===== config.mk =====
export PLATFORM = sky130hd
export DESIGN_NAME = uart_tx_buf_flat
export DESIGN_NICKNAME = d
export VERILOG_FILES = /design/src/rtl/uart_pkg.sv /design/src/rtl/uart_tx_buf_if.sv /design/src/rtl/uart_tx_fifo.sv /design/src/rtl/uart_tx_buf.sv /design/src/flat_wrapper.sv
export SDC_FILE = /design/constraint.sdc
export NUM_CORES = 1
export LEC_CHECK = 0
export CAP_MARGIN = 10
export CORE_MARGIN = 2
export CORE_UTILIZATION = 25
export CTS_BUF_LIST = sky130_fd_sc_hd__clkbuf_2 sky130_fd_sc_hd__clkbuf_4 sky130_fd_sc_hd__clkbuf_8
export DETAILED_ROUTE_END_ITERATION = 6
export GPL_TIMING_DRIVEN = 0
export PLACE_DENSITY = 0.46
export SYNTH_ARGS = -nofsm -noshare
export SYNTH_HDL_FRONTEND = slang
export SYNTH_SLANG_ARGS = --single-unit

===== constraint.sdc =====
create_clock -name Clk -period 3.1 [get_ports Clk]
set_clock_uncertainty 0.15 [all_clocks]
set_input_delay 0.62 -clock Clk [delete_from_list [all_inputs] [get_ports Clk]]
set_output_delay 0.62 -clock Clk [all_outputs]
set_load 0.01 [all_outputs]

===== src/rtl/uart_pkg.sv =====
// Shared types and constants for the UART transmit path: data width, FSM state
// encoding and the serial line idle level.
package uart_pkg;

  localparam int BITWIDTH = 8;

  localparam logic IDLE_LEVEL = 1'b1;

  typedef enum logic [2:0] {
    ST_IDLE   = 3'd0,
    ST_START  = 3'd1,
    ST_DATA   = 3'd2,
    ST_PARITY = 3'd3,
    ST_STOP   = 3'd4
  } tx_state_e;

endpackage


===== src/rtl/uart_tx_buf_if.sv =====
// Host-side port bundle of the UART transmitter: write strobe and byte in,
// FIFO status, busy flag and the serial line out.
interface uart_tx_buf_if;
  import uart_pkg::*;

  logic [BITWIDTH-1:0] dataIn;
  logic                WR;
  logic                FULL;
  logic                EMPTY;
  logic                BUSY;
  logic                TxD;

  modport master (output dataIn, output WR,
                  input FULL, input EMPTY, input BUSY, input TxD);
  modport slave  (input dataIn, input WR,
                  output FULL, output EMPTY, output BUSY, output TxD);
endinterface


===== src/rtl/uart_tx_fifo.sv =====
// Byte FIFO feeding the UART transmitter. Writes while full are dropped;
// flags are decoded from the registered count. DEPTH is a power of 2, >= 2.
module uart_tx_fifo
  import uart_pkg::*;
#(
  parameter int DEPTH = 4
) (
  input  logic                Clk,
  input  logic                Rst,
  input  logic                wr,
  input  logic                rd,
  input  logic [BITWIDTH-1:0] din,
  output logic [BITWIDTH-1:0] dout,
  output logic                full,
  output logic                empty
);

  localparam int PTR_W = $clog2(DEPTH);
  localparam int CNT_W = PTR_W + 1;

  logic [BITWIDTH-1:0] mem_q [DEPTH];
  logic [PTR_W-1:0]    wr_ptr_q, wr_ptr_d;
  logic [PTR_W-1:0]    rd_ptr_q, rd_ptr_d;
  logic [CNT_W-1:0]    count_q, count_d;
  logic                wr_en, rd_en;

  assign full  = (count_q == CNT_W'(DEPTH));
  assign empty = (count_q == '0);
  assign dout  = mem_q[rd_ptr_q];

  // Full is judged on the registered count, so a pop in the same cycle does not rescue a write.
  assign wr_en = wr && !full;
  assign rd_en = rd && !empty;

  // NOTE: every signal assigned in always_comb gets a default first, so no path can infer a latch.
  always_comb begin
    wr_ptr_d = wr_ptr_q;
    rd_ptr_d = rd_ptr_q;
    count_d  = count_q;
    if (wr_en) wr_ptr_d = wr_ptr_q + 1'b1;
    if (rd_en) rd_ptr_d = rd_ptr_q + 1'b1;
    case ({wr_en, rd_en})
      2'b10:   count_d = count_q + 1'b1;
      2'b01:   count_d = count_q - 1'b1;
      default: count_d = count_q;
    endcase
  end

  // NOTE: state flops use non-blocking assignment so every flop samples pre-edge values.
  always_ff @(posedge Clk) begin
    if (!Rst) begin
      wr_ptr_q <= '0;
      rd_ptr_q <= '0;
      count_q  <= '0;
    end else begin
      wr_ptr_q <= wr_ptr_d;
      rd_ptr_q <= rd_ptr_d;
      count_q  <= count_d;
    end
  end

  // NOTE: storage is deliberately not reset; the pointers and count define what is valid.
  always_ff @(posedge Clk) begin
    if (Rst && wr_en) mem_q[wr_ptr_q] <= din;
  end

endmodule


===== src/rtl/uart_tx_buf.sv =====
// UART transmitter: FIFO-buffered bytes serialised as 8N1 frames on TxD.
// Define UART_TX_PARITY_EN to insert an even-parity bit between DATA and STOP.
module uart_tx_buf
  import uart_pkg::*;
#(
  parameter int CLKS_PER_BIT = 16,
  parameter int DEPTH        = 4
) (
  input  logic          Clk,
  input  logic          Rst,
  uart_tx_buf_if.slave  bus
);

  localparam int                BAUD_W    = $clog2(CLKS_PER_BIT);
  localparam logic [BAUD_W-1:0] BAUD_LAST = BAUD_W'(CLKS_PER_BIT - 1);

  tx_state_e           state_q, state_d;
  logic [BAUD_W-1:0]   baud_q, baud_d;
  logic [2:0]          bit_idx_q, bit_idx_d;
  logic [BITWIDTH-1:0] shift_q, shift_d;
  logic                txd_q, txd_d;
`ifdef UART_TX_PARITY_EN
  logic                parity_q, parity_d;
`endif

  logic                pop, bit_end;
  logic [BITWIDTH-1:0] fifo_dout;
  logic                fifo_full, fifo_empty;

  uart_tx_fifo #(.DEPTH(DEPTH)) u_fifo (
    .Clk   (Clk),
    .Rst   (Rst),
    .wr    (bus.WR),
    .rd    (pop),
    .din   (bus.dataIn),
    .dout  (fifo_dout),
    .full  (fifo_full),
    .empty (fifo_empty)
  );

  assign bus.FULL  = fifo_full;
  assign bus.EMPTY = fifo_empty;
  assign bus.BUSY  = (state_q != ST_IDLE);
  assign bus.TxD   = txd_q;

  assign bit_end = (baud_q == BAUD_LAST);

  // State register
  always_ff @(posedge Clk) begin
    if (!Rst) begin
      state_q   <= ST_IDLE;
      baud_q    <= '0;
      bit_idx_q <= '0;
      shift_q   <= '0;
      txd_q     <= IDLE_LEVEL;
`ifdef UART_TX_PARITY_EN
      parity_q  <= 1'b0;
`endif
    end else begin
      state_q   <= state_d;
      baud_q    <= baud_d;
      bit_idx_q <= bit_idx_d;
      shift_q   <= shift_d;
      txd_q     <= txd_d;
`ifdef UART_TX_PARITY_EN
      parity_q  <= parity_d;
`endif
    end
  end

  // Next-state logic, FIFO pop and datapath updates
  always_comb begin
    state_d   = state_q;
    pop       = 1'b0;
    bit_idx_d = bit_idx_q;
    shift_d   = shift_q;
`ifdef UART_TX_PARITY_EN
    parity_d  = parity_q;
`endif
    case (state_q)
      ST_IDLE: if (!fifo_empty) begin
        pop     = 1'b1;
        state_d = ST_START;
      end
      ST_START: if (bit_end) begin
        state_d   = ST_DATA;
        bit_idx_d = '0;
      end
      ST_DATA: if (bit_end) begin
        if (bit_idx_q == 3'd7) begin
`ifdef UART_TX_PARITY_EN
          state_d = ST_PARITY;
`else
          state_d = ST_STOP;
`endif
        end else begin
          shift_d   = shift_q >> 1;
          bit_idx_d = bit_idx_q + 3'd1;
        end
      end
`ifdef UART_TX_PARITY_EN
      ST_PARITY: if (bit_end) state_d = ST_STOP;
`endif
      // Chain straight into the next frame when data is waiting: no idle gap.
      ST_STOP: if (bit_end) begin
        if (!fifo_empty) begin
          pop     = 1'b1;
          state_d = ST_START;
        end else begin
          state_d = ST_IDLE;
        end
      end
      default: state_d = ST_IDLE;
    endcase

    if (pop) begin
      shift_d = fifo_dout;
`ifdef UART_TX_PARITY_EN
      parity_d = ^fifo_dout;
`endif
    end

    // Baud counter restarts on every state entry and at each bit boundary.
    if (state_q == ST_IDLE || state_d != state_q || bit_end) baud_d = '0;
    else                                                       baud_d = baud_q + 1'b1;
  end

  // Output logic: TxD is registered from the next state and next shift contents.
  always_comb begin
    txd_d = IDLE_LEVEL;
    case (state_d)
      ST_START:  txd_d = 1'b0;
      ST_DATA:   txd_d = shift_d[0];
`ifdef UART_TX_PARITY_EN
      ST_PARITY: txd_d = parity_d;
`endif
      default:   txd_d = IDLE_LEVEL;
    endcase
  end

endmodule

===== src/flat_wrapper.sv =====
// flat-port wrapper written by rule: the top's interface ports become plain ports
module uart_tx_buf_flat import uart_pkg::*;
#(
  parameter int CLKS_PER_BIT = 16,
  parameter int DEPTH        = 4
)
  (Clk, Rst, bus_dataIn, bus_WR, bus_FULL, bus_EMPTY, bus_BUSY, bus_TxD);
  uart_tx_buf_if bus_i ();
  input  logic Clk;
  input  logic Rst;
  input wire logic [$bits(bus_i.dataIn)-1:0] bus_dataIn;
  input wire logic [$bits(bus_i.WR)-1:0] bus_WR;
  output wire logic [$bits(bus_i.FULL)-1:0] bus_FULL;
  output wire logic [$bits(bus_i.EMPTY)-1:0] bus_EMPTY;
  output wire logic [$bits(bus_i.BUSY)-1:0] bus_BUSY;
  output wire logic [$bits(bus_i.TxD)-1:0] bus_TxD;
  assign bus_i.dataIn = bus_dataIn;
  assign bus_i.WR = bus_WR;
  assign bus_FULL = bus_i.FULL;
  assign bus_EMPTY = bus_i.EMPTY;
  assign bus_BUSY = bus_i.BUSY;
  assign bus_TxD = bus_i.TxD;
  uart_tx_buf #(.CLKS_PER_BIT(CLKS_PER_BIT), .DEPTH(DEPTH)) u_core (.Clk(Clk), .Rst(Rst), .bus(bus_i));
endmodule

==> results of run 1 <==
==> layout by cell type (no fill, tap or decap), types with 2 or more instances in the layout <==
| master | n |
|---|---|
| clkdlybuf4s50_1 | 14 |
| nor3_1 | 2 |
| xor2_1 | 4 |
| dfxtp_1 | 28 |
| ha_1 | 8 |
| and3_1 | 7 |
| xnor2_1 | 4 |
| mux4_2 | 8 |
| a21oi_1 | 5 |
| buf_2 | 3 |
| a22oi_1 | 2 |
| clkinv_4 | 2 |
| nor2_1 | 23 |
| nand2_1 | 18 |
| clkbuf_1 | 5 |
| inv_1 | 10 |
| a311oi_2 | 6 |
| nand3_1 | 4 |
| o21ai_0 | 2 |
| clkinvlp_4 | 2 |
| edfxtp_1 | 32 |
| clkbuf_8 | 9 |
| o22ai_1 | 2 |
| or3_1 | 3 |
==> worst max-delay path: stages (launching register included) <==
cell	delay, ns
dfxtp_1	0.35
ha_1	0.22
nand3_2	0.19
nand2_1	0.20
nand2_1	0.20
inv_1	0.19
ha_1	0.20
inv_1	0.06
fa_1	0.37
xor2_1	0.15
or3_1	0.30
a21oi_1	0.14
==> power by group <==
part / total, mW / leakage, nW / switching (mW) / internal [mW]
clock: 0.716 / 0.0958 / 0.341 / 0.375
sequential: 1.01 / 0.520 / 0.0524 / 0.954
combinational: 0.702 / 0.427 / 0.377 / 0.325
==> stage by stage <==
| step | worst slack [ns] | utilization (%) |
|---|---|---|
| 3_5_place_dp | 0.275 | 28.9 |
| 4_1_cts | 0.281 | 30.9 |
| 6_report | 0.329 | 30.9 |
| 5_1_grt | 0.0620 | 30.9 |
| 3_3_place_gp | 0.282 | 28.9 |
| 2_1_floorplan | 0.619 | - |
==> layout make-up <==
class                      count  area, sq um
sequential                    60         1520
fill                        1001         6750
inverter                      10         37.5
multi-input combinational    113          912
clock buffer                   9          124
buffer                         9         45.0
tap                          133          166
clock inverter                 7         76.3
timing repair buffer          14          140
==> worst max-delay path by stage <==
stage                                to  slack [ns]  cells after the start
5_1_grt        u_core.u_fifo.count_q[2]        0.06                     11
3_3_place_gp   u_core.u_fifo.count_q[2]        0.28                     10
4_1_cts        u_core.u_fifo.count_q[2]        0.28                     11
3_5_place_dp   u_core.u_fifo.count_q[2]        0.27                     10
6_report       u_core.u_fifo.count_q[2]        0.33                     11
2_1_floorplan  u_core.u_fifo.count_q[2]        0.62                     11
==> registers in the layout, indices dropped and copies added (netlist names), named ones only <==
register and flops:
u_core.baud_q 4, u_core.bit_idx_q 3, u_core.bus.TxD 1, u_core.shift_q 8, u_core.state_q 3, u_core.u_fifo.count_q 3, u_core.u_fifo.mem_q 32, u_core.u_fifo.rd_ptr_q 2
u_core.u_fifo.wr_ptr_q 2
==> logic make-up after synthesis <==
logic type	after synthesis	share of synthesized area, %
XOR/XNOR	8	2.78
flip-flops	60	60.5
AO/OA/AOI/OAI	23	8.70
buffers and inverters	19	3.28
multiplexers	9	7.56
AND/OR/NAND/NOR	64	12.4
adder cells (fa/ha/maj)	9	4.77
==> metal layers <==
metal	track usage (%)	up-vias	share of wire [%]
li1	-	748	-
met1	11.4	707	49
met2	13.9	25	44
met3	3.07	11	3.6
met4	5.69	0	2.7
met5	0	-	0
==> reports/metrics.csv, run 1 <==
stage,metric,value,unit
status,outcome,finished clean,
timing,Max-slew headroom,58.1,%
setup_path,Critical R2R Capture,u_core.u_fifo.count_q[2],
detailed_routing,average detailed-routed wire length per instance,12.9,um
timing,Tcrit/Tclk final,89.4,%
setup_path,worst reg2reg startpoint,u_core.baud_q[0],
synth,share of flip-flops with an asynchronous set or reset,0,%
setup_path,setup slack of the most critical reg-to-reg path,0.33,ns
detailed_routing,number of nets with antenna violations after routing,0,
timing,final sum of negative setup slack,0,ns
clocking,number of buffers added to fix hold violations after cts,0,
floorplan,Floorplan Core Area,9770,sq um
min_path,HP Class,reg -> reg,
global_routing,initial antenna violation count,0,
synth,Netlist cell types,36,
setup_path,critical path type,reg -> reg,
floorplan,die outline area,10900,sq um
min_path,depth of the worst hold-timing path,1,
synth,"flops & latches, synth",60,
detailed_routing,vias post-DR,1491,
floorplan,die outline height,104,um
power,overall power consumption,2.42,mW
global_routing,number of global-route vias before repair,1452,
synth,post-synthesis area per instance,13.1,sq um
setup_path,Worst EP arrival,2.90,ns
detailed_routing,sum of routed wire length over all layers,4.59,mm
global_routing,global-route wire length before repair,7.53,mm
floorplan,horizontal die dimension,104,um
synth,area of the mapped netlist,2520,sq um
detailed_routing,Pre-Repair DR Iteration Count,6,
place,cell count after placement,339,
power,PD cells,802,nW/um^2
setup_path,startpoint kind of the worst setup timing path,flop,
clocking,worst-case clock buffer depth,2,
place,routability congestion estimate,0.713,
setup_path,number of cells on the worst reg-to-reg path,11,
place,Port-buffer cells,14,
clocking,TritonCTS clock tree,yes,
timing,Max Freq,361,MHz
synth,post-synthesis cell type with the largest combined area,edfxtp_1,
global_routing,largest net degree at the start of global routing,13,
clocking,setup repair bufs after CTS,0,
timing,Final Slew Violations,0,
timing,Hold Worst Slack,0.300,ns
place,HPWL after detailed placement,3.06,mm
timing,post-route minimum period,2.77,ns
synth,number of standard cells after synthesis,192,
synth,Yosys top cell area share,38.2,%
cells_and_area,number of diodes,0,
min_path,worst min-delay path startpoint,u_core.baud_q[0],
synth,sequential-to-total area share from yosys stat,60.5,%
synth,number of enable-type register cells in the synthesized netlist,32,
global_routing,global-route usage over all layers,9.22,%
clocking,"Clk pin slew, worst setup/hold paths",0.07,ns
synth,total nets after synthesis,212,
floorplan,site row count,36,
timing,final setup vio count,0,
clocking,deepest level of the CTS H-tree,3,
synth,biggest area contributors in the synthesized netlist,"edfxtp_1, dfxtp_1, mux4_2, ha_1, a311oi_2",
min_path,end of the worst hold path,u_core.baud_q[0],
detailed_routing,DRC Markers,0,
timing,Final Hold Vio Count,0,
cells_and_area,Finished Layout Cells,355,
synth,dominant register cell in the synthesized netlist,edfxtp_1,
global_routing,GR Overflow Total,0,
clocking,worst-skew pair later-pin latency,0.34,ns
power,maximum ir drop on the vdd rail,186,uV
setup_path,critical path startpoint,u_core.baud_q[0],
clocking,Clock Tree Root,clkbuf_8,
power,leakage power figure,1.04,nW
place,total placed instance area,2820,sq um
setup_path,Worst Path Required,3.22,ns
clocking,quantity of gates resized following cts,0,
timing,transition time at the pin with the least slew margin,0.628,ns
cells_and_area,area overhead of the layout relative to synthesis,20.1,%
detailed_routing,Iter 0 DRT Violations,33,
flow_run,# Max-Cap Violations,0,
synth,Synth top cells by count,"edfxtp_1, dfxtp_1, nor2_1, nand2_1, inv_1",
synth,"count leader, synth",edfxtp_1,
floorplan,number of placed I/O pins,15,
cells_and_area,ratio of cells with drive above 1 in the final layout,18.5,%
synth,Yosys warnings,0,
detailed_routing,via count normalized by instance count,4.20,
setup_path,Critical Path End Type,flop,
clocking,clk sink count,60,
floorplan,Initial Util,25.7,%
cells_and_area,total non-filler cell area in the finished layout,3020,sq um
clocking,CTS Buf Count,9,
timing,RSZ-0062 raised after global routing,false,
setup_path,largest fanout on the critical path,6,
cells_and_area,number of nets in the finished design,237,
(Power assumes the default switching activity.)
==> run 2: changes to the inputs <==
--- a/config.mk
+++ b/config.mk
@@ -7,11 +7,11 @@
 export LEC_CHECK = 0
 export CAP_MARGIN = 10
 export CORE_MARGIN = 2
-export CORE_UTILIZATION = 25
+export CORE_UTILIZATION = 61
 export CTS_BUF_LIST = sky130_fd_sc_hd__clkbuf_2 sky130_fd_sc_hd__clkbuf_4 sky130_fd_sc_hd__clkbuf_8
 export DETAILED_ROUTE_END_ITERATION = 6
 export GPL_TIMING_DRIVEN = 0
-export PLACE_DENSITY = 0.46
+export PLACE_DENSITY = 0.81
 export SYNTH_ARGS = -nofsm -noshare
 export SYNTH_HDL_FRONTEND = slang
 export SYNTH_SLANG_ARGS = --single-unit
==> run 2 against run 1 <==
Against the previous run: first-iteration DRC count increased by 140%; final area is 4.5% lower; register-to-register slack worse by 0.02 ns; flip-flop and latch count unchanged; wire length shrank 3.1%; combinational power increased by 3.3%; global-route usage is 14 points higher; setup slack got worse by 0.017 ns; sequential power about the same; power shrank 4.0%; maximum frequency down 0.62%; largest cell class unchanged; largest power group unchanged.
==> reports/metrics.csv, run 2 (synthesized netlist as in run 1, its figures left out) <==
stage,metric,value,unit,change
place,routability congestion estimate,0.784,,was 0.713
setup_path,"Buf+Inv Stages, Crit Path",2,,unchanged
global_routing,global-route wire length before repair,7.49,mm,was 7.53 mm
setup_path,path length in cells of the critical path,11,,unchanged
timing,Tcrit/Tclk final,90.0,%,was 89.4%
cells_and_area,ratio of cells with drive above 1 in the final layout,18.0,%,was 18.5%
setup_path,largest fanout on the critical path,6,,unchanged
detailed_routing,number of nets with antenna violations after routing,0,,unchanged
timing,final setup vio count,0,,unchanged
clocking,clk sink count,60,,unchanged
clocking,Clock Tree Root,clkbuf_8,,unchanged
cells_and_area,area overhead of the layout relative to synthesis,14.7,%,was 20.1%
power,maximum ir drop on the vdd rail,508,uV,was 186 uV
setup_path,Worst Path Required,3.21,ns,was 3.22 ns
clocking,TritonCTS clock tree,yes,,unchanged
global_routing,largest net degree at the start of global routing,12,,was 13
timing,post-route minimum period,2.79,ns,was 2.77 ns
detailed_routing,Pre-Repair DR Iteration Count,4,,was 6
power,PD cells,806,nW/um^2,was 802 nW/um^2
timing,Hold Worst Slack,0.302,ns,was 0.300 ns
timing,Max-slew headroom,61.6,%,was 58.1%
setup_path,Crit path largest cell delay,0.37,ns,about the same
status,outcome,finished clean,,unchanged
timing,Final Hold Vio Count,0,,unchanged
clocking,deepest level of the CTS H-tree,3,,unchanged
global_routing,global-route usage over all layers,23.0,%,was 9.22%
cells_and_area,registers with the highest flip-flop counts,"u_core.u_fifo.mem_q x32, u_core.shift_q x8, u_core.baud_q x4",,unchanged
timing,final sum of negative setup slack,0,ns,unchanged
detailed_routing,vias post-DR,1565,,was 1491
timing,RSZ-0062 raised after global routing,false,,unchanged
place,cell count after placement,256,,was 339
global_routing,initial antenna violation count,0,,unchanged
cells_and_area,"leading cell type in the layout, fill and taps excluded",edfxtp_1,,unchanged
setup_path,Worst EP arrival,2.89,ns,was 2.90 ns
timing,Max Freq,359,MHz,was 361 MHz
place,HPWL after detailed placement,3.14,mm,was 3.06 mm
floorplan,number of placed I/O pins,15,,unchanged
min_path,worst min-delay path startpoint,u_core.baud_q[0],,unchanged
min_path,depth of the worst hold-timing path,1,,unchanged
detailed_routing,DR top layer,met4,,unchanged
detailed_routing,average detailed-routed wire length per instance,16.4,um,was 12.9 um
detailed_routing,sum of routed wire length over all layers,4.45,mm,was 4.59 mm
cells_and_area,register with the highest flop count,u_core.u_fifo.mem_q,,unchanged
setup_path,startpoint kind of the worst setup timing path,flop,,unchanged
setup_path,number of cells on the worst reg-to-reg path,11,,unchanged
clocking,CTS Buf Count,9,,unchanged
setup_path,Critical Path End Type,flop,,unchanged
clocking,number of buffers added to fix hold violations after cts,0,,unchanged
setup_path,cells traversed along the worst timing path,ha_1 -> nand3_2 -> nand2_1 -> nand2_1 -> inv_1 -> ha_1 -> inv_1 -> fa_1 -> xor2_1 -> or3_1 -> a21oi_1,,unchanged
timing,final worst-path setup slack,0.311,ns,was 0.329 ns
setup_path,cell class contributing the biggest share of worst-path delay,simple AND/OR/NAND/NOR gates,,unchanged
setup_path,critical path's slowest cell,fa_1,,unchanged
detailed_routing,routed length on met2,2.34,mm,was 2.04 mm
cells_and_area,number of diodes,0,,unchanged
detailed_routing,DRC Markers,0,,unchanged
timing,transition time at the pin with the least slew margin,0.576,ns,was 0.628 ns
cells_and_area,"commonest non-fill, non-tap cells in the layout","edfxtp_1, dfxtp_1, nor2_1",,unchanged
min_path,HP Class,reg -> reg,,unchanged
floorplan,die outline height,68.2,um,was 104 um
cells_and_area,Finished Layout Cells,272,,was 355
detailed_routing,M1 wire length,1.86,mm,was 2.26 mm
place,worst setup slack after placement,0.245,ns,was 0.275 ns
clocking,worst-case clock buffer depth,2,,unchanged
detailed_routing,amount of wire on met3 after detailed routing,156,um,was 163 um
cells_and_area,max reg flops,32,,unchanged
clocking,"Clk pin slew, worst setup/hold paths",0.06,ns,was 0.07 ns
cells_and_area,number of nets in the finished design,237,,unchanged
flow_run,# Max-Cap Violations,0,,unchanged
clocking,quantity of gates resized following cts,0,,unchanged
detailed_routing,via count normalized by instance count,5.75,,was 4.20
global_routing,number of global-route vias before repair,1665,,was 1452
power,leakage power figure,1.02,nW,was 1.04 nW
clocking,setup repair bufs after CTS,0,,unchanged
timing,Final Slew Violations,0,,unchanged
floorplan,Floorplan Core Area,3970,sq um,was 9770 sq um
setup_path,critical path startpoint,u_core.baud_q[0],,unchanged
setup_path,worst reg2reg startpoint,u_core.baud_q[0],,unchanged
place,Port-buffer cells,14,,unchanged
floorplan,die outline area,4650,sq um,was 10900 sq um
setup_path,critical path type,reg -> reg,,unchanged
floorplan,Initial Util,63.4,%,was 25.7%
clocking,worst-skew pair later-pin latency,0.33,ns,was 0.34 ns
floorplan,site row count,23,,was 36
detailed_routing,Iter 0 DRT Violations,78,,was 33
floorplan,horizontal die dimension,68.2,um,was 104 um
global_routing,GR Overflow Total,0,,unchanged
[run 2: cell count changes in the layout (fill, tap and decap cells not counted), sizes merged]
cell      delta
clkinvlp     +2
bufinv       -1
inv          -1
[run 2: worst register-to-register path: stages, from the launching register on]
cell and delay (ns):
dfxtp_1 0.35, ha_1 0.23, nand3_2 0.18, nand2_1 0.20, nand2_1 0.18, inv_1 0.17, ha_1 0.21, inv_1 0.06
fa_1 0.37, xor2_1 0.16, or3_1 0.31, a21oi_1 0.14
[run 2: power breakdown]
| part | switching (mW) | internal [mW] |
|---|---|---|
| logic | 0.398 | 0.327 |
| clock network | 0.301 | 0.283 |
| registers | 0.0614 | 0.955 |
| total | 0.760 | 1.57 |
[run 2: worst paths after layout]
kind / to / slack [ns]
max: u_core.u_fifo.count_q[2] / 0.31
min: u_core.baud_q[0] / 0.30
max reg2reg: u_core.u_fifo.count_q[2] / 0.31
min reg2reg: u_core.baud_q[0] / 0.30
[run 2: per-layer routing]
layer / global-route usage, % / vias up
met5: 0 / -
met4: 11.0 / 0
met3: 6.74 / 11
met2: 41.0 / 27
met1: 24.9 / 779
li1: - / 748
[run 2: through the flow]
stage | cell area, sq um | power [mW] | util (%)
after floorplan | 2520 | 1.54 | -
after global placement | 2720 | 1.69 | 68.5
after detailed placement | 2720 | 1.75 | 68.5
after CTS | 2890 | 2.33 | 72.7
after global routing | 2890 | 2.46 | 72.7
final | 2890 | 2.33 | 72.7
[run 2: final cells by class]
type                       count  area [sq um]
tap                           50          62.6
buffer                         9          45.0
timing repair buffer          14           140
sequential                    60          1520
fill                         264          1080
multi-input combinational    113           912
inverter                      10          37.5
clock buffer                   9           124
clock inverter                 7          43.8
